$ cat config.mk
export PLATFORM = sky130hd
export DESIGN_NAME = boost_pwm_ctrl_flat
export DESIGN_NICKNAME = d
export VERILOG_FILES = /design/src/rtl/boost_pwm_ctrl_if.sv /design/src/rtl/boost_pwm_ctrl.sv /design/src/flat_wrapper.sv
export SDC_FILE = /design/constraint.sdc
export NUM_CORES = 1
export LEC_CHECK = 0
export ABC_AREA = 1
export CORE_UTILIZATION = 53
export CTS_CLUSTER_SIZE = 14
export DETAILED_ROUTE_END_ITERATION = 8
export PLACE_DENSITY = 0.83
export SETUP_SLACK_MARGIN = 0.5
export SYNTH_ARGS = -nofsm -noshare
export SYNTH_HDL_FRONTEND = slang
export SYNTH_SLANG_ARGS = --single-unit
$ cat constraint.sdc
create_clock -name clk -period 4.2 [get_ports clk]
set_input_delay 0.84 -clock clk [delete_from_list [all_inputs] [get_ports clk]]
set_output_delay 0.84 -clock clk [all_outputs]
set_load 0.05 [all_outputs]
$ cat src/rtl/boost_pwm_ctrl_if.sv
// Boost PWM controller bus.
// Groups the command side (enable, duty load, fault handling) and the
// observation side (switch command, carrier, applied duty, state) of the
// boost PWM controller.
//   master : control/MPC layer; drives en, duty_cmd, duty_ld, fault_in,
//            fault_clr and observes the controller outputs.
//   slave  : boost_pwm_ctrl; consumes commands and drives sp, cnt,
//            period_start, duty_act, state and fault.
interface boost_pwm_ctrl_if #(
  parameter int CNT_W = 10
);
  logic             en;
  logic [CNT_W-1:0] duty_cmd;
  logic             duty_ld;
  logic             fault_in;
  logic             fault_clr;
  logic             sp;
  logic [CNT_W-1:0] cnt;
  logic             period_start;
  logic [CNT_W-1:0] duty_act;
  logic [1:0]       state;
  logic             fault;

  modport master (
    output en, duty_cmd, duty_ld, fault_in, fault_clr,
    input  sp, cnt, period_start, duty_act, state, fault
  );

  modport slave (
    input  en, duty_cmd, duty_ld, fault_in, fault_clr,
    output sp, cnt, period_start, duty_act, state, fault
  );
endinterface

$ cat src/rtl/boost_pwm_ctrl.sv
// Boost-stage PWM controller.
// Generates the switching command sp for the downstream dead-time block from
// a free-running carrier, a double-buffered clamped duty, a per-period
// soft-start ramp and a latched fault shutdown.
// Ports:
//   clk  : system clock, rising edge
//   rst  : synchronous active-high reset
//   bus  : boost_pwm_ctrl_if slave (commands in, sp/cnt/period_start/
//          duty_act/state/fault out, all registered)
//
// state     | meaning
// ----------+-----------------------------------------------------------
// IDLE      | converter off, carrier held at 0, sp low
// SOFTSTART | carrier running, duty_act ramps by SS_STEP per period
// RUN       | carrier running, duty_act follows shadow every period
// FAULT     | latched shutdown, waits for fault_clr with fault_in low
module boost_pwm_ctrl #(
  parameter int CNT_W    = 10,
  parameter int PERIOD   = 1000,
  parameter int DUTY_MAX = 900,
  parameter int SS_STEP  = 1
) (
  input  logic            clk,
  input  logic            rst,
  boost_pwm_ctrl_if.slave bus
);

  typedef enum logic [1:0] {
    IDLE      = 2'd0,
    SOFTSTART = 2'd1,
    RUN       = 2'd2,
    FAULT     = 2'd3
  } state_t;

  localparam logic [CNT_W-1:0] CNT_LAST = CNT_W'(PERIOD - 1);
  localparam logic [CNT_W-1:0] DMAX     = CNT_W'(DUTY_MAX);
  localparam logic [CNT_W-1:0] CNT_ONE  = CNT_W'(1);
  localparam logic [CNT_W:0]   STEP     = (CNT_W + 1)'(SS_STEP);

  state_t           st;
  state_t           st_nxt;
  logic [CNT_W-1:0] cnt_nxt;
  logic [CNT_W-1:0] duty_nxt;
  logic [CNT_W-1:0] duty_sh;
  logic [CNT_W-1:0] duty_ld_val;
  logic [CNT_W:0]   ramp;
  logic             wrap;
  logic             active_nxt;

  assign duty_ld_val = (bus.duty_cmd > DMAX) ? DMAX : bus.duty_cmd;
  // One bit wider than the duty so a large step can never wrap past the target.
  assign ramp        = {1'b0, bus.duty_act} + STEP;
  assign wrap        = ((st == SOFTSTART) || (st == RUN)) && (bus.cnt == CNT_LAST);

  always_comb begin
    st_nxt   = st;
    cnt_nxt  = bus.cnt;
    duty_nxt = bus.duty_act;
    if (bus.fault_in) begin
      st_nxt   = FAULT;
      cnt_nxt  = '0;
      duty_nxt = '0;
    end else begin
      case (st)
        IDLE: begin
          cnt_nxt  = '0;
          duty_nxt = '0;
          if (bus.en) st_nxt = SOFTSTART;
        end
        SOFTSTART, RUN: begin
          if (!bus.en) begin
            st_nxt   = IDLE;
            cnt_nxt  = '0;
            duty_nxt = '0;
          end else if (wrap) begin
            cnt_nxt = '0;
            // Boundary uses the shadow value held before this edge.
            if (st == RUN) begin
              duty_nxt = duty_sh;
            end else if (ramp >= {1'b0, duty_sh}) begin
              duty_nxt = duty_sh;
              st_nxt   = RUN;
            end else begin
              duty_nxt = ramp[CNT_W-1:0];
            end
          end else begin
            cnt_nxt = bus.cnt + CNT_ONE;
          end
        end
        FAULT: begin
          cnt_nxt  = '0;
          duty_nxt = '0;
          if (bus.fault_clr) st_nxt = IDLE;
        end
        default: begin
          st_nxt   = IDLE;
          cnt_nxt  = '0;
          duty_nxt = '0;
        end
      endcase
    end
  end

  assign active_nxt = (st_nxt == SOFTSTART) || (st_nxt == RUN);

  always_ff @(posedge clk) begin
    if (rst) begin
      st               <= IDLE;
      bus.cnt          <= '0;
      bus.duty_act     <= '0;
      bus.sp           <= 1'b0;
      bus.period_start <= 1'b0;
      bus.fault        <= 1'b0;
      duty_sh          <= '0;
    end else begin
      st               <= st_nxt;
      bus.cnt          <= cnt_nxt;
      bus.duty_act     <= duty_nxt;
      // sp is derived from next-cycle values so it stays registered yet
      // matches cnt < duty_act in the same cycle.
      bus.sp           <= active_nxt && (cnt_nxt < duty_nxt);
      bus.period_start <= active_nxt && (cnt_nxt == '0);
      bus.fault        <= (st_nxt == FAULT);
      if (bus.duty_ld) duty_sh <= duty_ld_val;
    end
  end

  assign bus.state = st;

endmodule

$ cat src/flat_wrapper.sv
// flat-port wrapper written by rule: the top's interface ports become plain ports
module boost_pwm_ctrl_flat 
#(
  parameter int CNT_W    = 10,
  parameter int PERIOD   = 1000,
  parameter int DUTY_MAX = 900,
  parameter int SS_STEP  = 1
)
  (clk, rst, bus_en, bus_duty_cmd, bus_duty_ld, bus_fault_in, bus_fault_clr, bus_sp, bus_cnt, bus_period_start, bus_duty_act, bus_state, bus_fault);
  boost_pwm_ctrl_if #(.CNT_W(CNT_W)) bus_i ();
  input  logic clk;
  input  logic rst;
  input wire logic [$bits(bus_i.en)-1:0] bus_en;
  input wire logic [$bits(bus_i.duty_cmd)-1:0] bus_duty_cmd;
  input wire logic [$bits(bus_i.duty_ld)-1:0] bus_duty_ld;
  input wire logic [$bits(bus_i.fault_in)-1:0] bus_fault_in;
  input wire logic [$bits(bus_i.fault_clr)-1:0] bus_fault_clr;
  output wire logic [$bits(bus_i.sp)-1:0] bus_sp;
  output wire logic [$bits(bus_i.cnt)-1:0] bus_cnt;
  output wire logic [$bits(bus_i.period_start)-1:0] bus_period_start;
  output wire logic [$bits(bus_i.duty_act)-1:0] bus_duty_act;
  output wire logic [$bits(bus_i.state)-1:0] bus_state;
  output wire logic [$bits(bus_i.fault)-1:0] bus_fault;
  assign bus_i.en = bus_en;
  assign bus_i.duty_cmd = bus_duty_cmd;
  assign bus_i.duty_ld = bus_duty_ld;
  assign bus_i.fault_in = bus_fault_in;
  assign bus_i.fault_clr = bus_fault_clr;
  assign bus_sp = bus_i.sp;
  assign bus_cnt = bus_i.cnt;
  assign bus_period_start = bus_i.period_start;
  assign bus_duty_act = bus_i.duty_act;
  assign bus_state = bus_i.state;
  assign bus_fault = bus_i.fault;
  boost_pwm_ctrl #(.CNT_W(CNT_W), .PERIOD(PERIOD), .DUTY_MAX(DUTY_MAX), .SS_STEP(SS_STEP)) u_core (.clk(clk), .rst(rst), .bus(bus_i));
endmodule
==> summary.md <==
| Metric | Value |
|---|---|
| Status | completed |
| Cell row count | 24 |
| Synth-to-layout area growth | 27.5% |
| Initial antenna violation count | 0 |
| TritonCTS clock tree | yes |
| Pre-antenna DRT Iters | 4 |
| Final RePlAce weighted congestion | 0.878 |
| Kind of critical path | reg -> reg |
| FF-to-FF End | u_core.bus.sp |
| Final Hold Fails | 0 |
| Worst setup path startpoint | u_core.bus.duty_act[0] |
| First-pass GRT wire length | 9920 um |
| Initial Util | 0.554 |
| CTS HTree Levels | 2 |
| Crit path required time | 4.44 ns |
| Reg clk slew, reported paths | 0.08 ns |
| Area share of the largest cell type after synthesis | 0.290 |
| # hold bufs at CTS | 0 |
| R2R setup slack | 0.76 ns |
| Fillers | 324 |
| Synth Instances | 328 |
| WL/cell | 14.0 um |
| Pins over their slew limit | 0 |
| Vias in the first global route | 2270 |
| I/O pin total | 41 |
| Yosys reg bits | 35 |
| Slew headroom | 0.660 |
| Synth warn | 0 |
| Full die area | 0.00483 mm^2 |
| Power Total | 0.000726 W |
| Pwr/cell area | 236 mW/mm^2 |
| Setup TNS | 0 ns |
| Die Y | 69.5 um |
| CP startpoint kind | register |
| Data arrival, critical path | 3.67 ns |
| Num CTS Buffers | 5 |
| FF-to-FF path depth | 21 |
| Post-synth top cells | nand2_1 (54), inv_1 (53), nor2_1 (36) |
| Synth Area per Inst | 7.35 um^2 |
| Drt drc | 0 |
| Largest net degree at the start of global routing | 31 |
| Fmax | 291 MHz |
| Leak pwr | 1.38 nW |
| DR vias | 2378 |
| Asr flop ratio synth | 0 |
| Crit path to | u_core.bus.sp |
| Post-route minimum period | 3.44 ns |
| Clock Root Buffer | clkbuf_8 |
| Mapped Nets | 369 |
| Antenna viol nets, final | 0 |
| Share of cells above drive strength 1 | 0.176 |
| Final setup margin | 0.762 ns |
| # port buffers | 40 |
| Max rail drop VDD | 256 uV |
| Max cap viols | 0 |
| Synth area leader | dfxtp_1 |
| Count leader, synth | nand2_1 |
| Synth Cell Area | 0.00241 mm^2 |
| DRT Wirelength | 6070 um |
| Unique masters post-synth | 36 |
| ANT cells | 0 |
| Worst slew pin tran | 0.509 ns |
| GRT Util Overall | 0.254 |
| Seq/Total Area, Yosys | 0.290 |
| Final worst path period share | 0.819 |
| Critical Path Fanout Max | 5 |
| Hold Crit Class | reg -> reg |
| Clk_lat worst skew | 0.29 ns |
| Global route overflow | 0 |
| R2r startpoint | u_core.bus.duty_act[0] |
| Critical path endpoint category | register |
| DR vias/cell | 5.50 |
| Finished Core Util | 0.707 |
| Final #Nets | 420 |
| Clk sinks | 35 |
| Place WS | 0.615 ns |
| Top area cells in the synthesized netlist | dfxtp_1 (29%), ha_1 (13%), nand2_1 (8.4%) |
| Top_reg_cell synth | dfxtp_1 |
| DPL Wire Length | 4300 um |
| Longest Clk Path Bufs | 2 |
| Clock Skew | 0.0109 ns |
| Post-synth EDFFs | 0 |
| RSZ-0062 raised after global routing | false |
| Core Area | 0.00435 mm^2 |
| Detailed router's first-iteration violation count | 162 |
| Die Wd | 69.5 um |
| Final setup vio count | 0 |
layer usage:
metal,track usage,share of wire
met5,0,0
met4,0.104,0.026
met3,0.0567,0.048
met2,0.410,0.47
met1,0.326,0.45
report_power, final:
part           total [W]  internal, W  switching (W)  leakage, nW
Clock           0.000250     0.000115       0.000135       0.0402
Combinational   0.000129    0.0000516      0.0000777         1.05
Sequential      0.000347     0.000340     0.00000665        0.290
Total           0.000726     0.000507       0.000219         1.38
what timing repair did:
action / in CTS / in global routing
gates resized for setup: 0 / 20
setup buffers: 0 / 7
endpoints found under the setup margin: 0 / 2
state kept, by name (all words and copies together) (netlist names):
register / flops
u_core.bus.cnt: 10
u_core.bus.period_start: 1
u_core.bus.sp: 1
u_core.duty_sh: 10
u_core.bus.fault: 1
u_core.bus.duty_act: 10
u_core.bus.state: 2
area by class of cell:
| cell class | instances | area (um^2) | area share |
|---|---|---|---|
| Clock buffer | 5 | 68.8 | 0.0224 |
| Clock inverter | 3 | 20.0 | 0.00651 |
| Inverter | 58 | 225 | 0.0732 |
| Multi-Input combinational cell | 230 | 1510 | 0.492 |
| Sequential cell | 35 | 716 | 0.233 |
| Tap cell | 52 | 65.1 | 0.0211 |
| Timing Repair Buffer | 49 | 468 | 0.152 |
worst max-delay path, cell delays in order, from the launching register on:
cell	delay, ns
dfxtp_4	0.38
ha_1	0.18
nand2_1	0.09
nor2_4	0.14
nand3_1	0.10
xor2_1	0.19
inv_1	0.07
ha_1	0.29
nand2_1	0.05
nor2_1	0.09
nand2_1	0.06
nand3_1	0.12
nand2_2	0.12
nand3_4	0.14
buf_4	0.13
nand2_1	0.05
o211ai_1	0.12
o211ai_2	0.14
ha_1	0.35
a211oi_1	0.30
o221ai_2	0.14
a21oi_2	0.11
stage by stage:
step,cells,hold slack (ns),instance area [um^2]
after floorplan,328,0.449,2410
final,432,0.512,3080
after global placement,416,0.483,2860
after detailed placement,416,0.478,2860
after CTS,424,0.500,2950
after global routing,432,0.523,3080
cells in the final DEF (no fill, tap or decap), types with 9 or more instances in the layout:
master | Yosys | final
buf_4 | 0 | 9
o211ai_2 | 11 | 11
inv_1 | 53 | 53
a21oi_1 | 16 | 15
clkdlybuf4s50_1 | 0 | 40
nand2_1 | 54 | 53
nor2_1 | 36 | 35
ha_1 | 25 | 25
dfxtp_1 | 35 | 29
nand3_1 | 20 | 18
cell families after synthesis:
| logic type | after synthesis | share of synthesized area |
|---|---|---|
| simple gates | 143 | 0.279 |
| buf+inv | 64 | 0.106 |
| compound gates | 54 | 0.169 |
| flops | 35 | 0.290 |
| fa+ha+maj | 25 | 0.130 |
| xor+xnor | 7 | 0.0254 |
worst min-delay path by stage:
stage / end / cells after the start / start / slack (ns)
after floorplan: u_core.duty_sh[9] / 2 / u_core.duty_sh[9] / 0.45
after global placement: u_core.duty_sh[7] / 2 / u_core.duty_sh[7] / 0.48
after detailed placement: u_core.duty_sh[9] / 2 / u_core.duty_sh[9] / 0.48
after CTS: u_core.duty_sh[9] / 2 / u_core.duty_sh[9] / 0.50
after global routing: u_core.duty_sh[9] / 2 / u_core.duty_sh[9] / 0.52
final: u_core.duty_sh[9] / 2 / u_core.duty_sh[9] / 0.51
(Power assumes the default switching activity.)
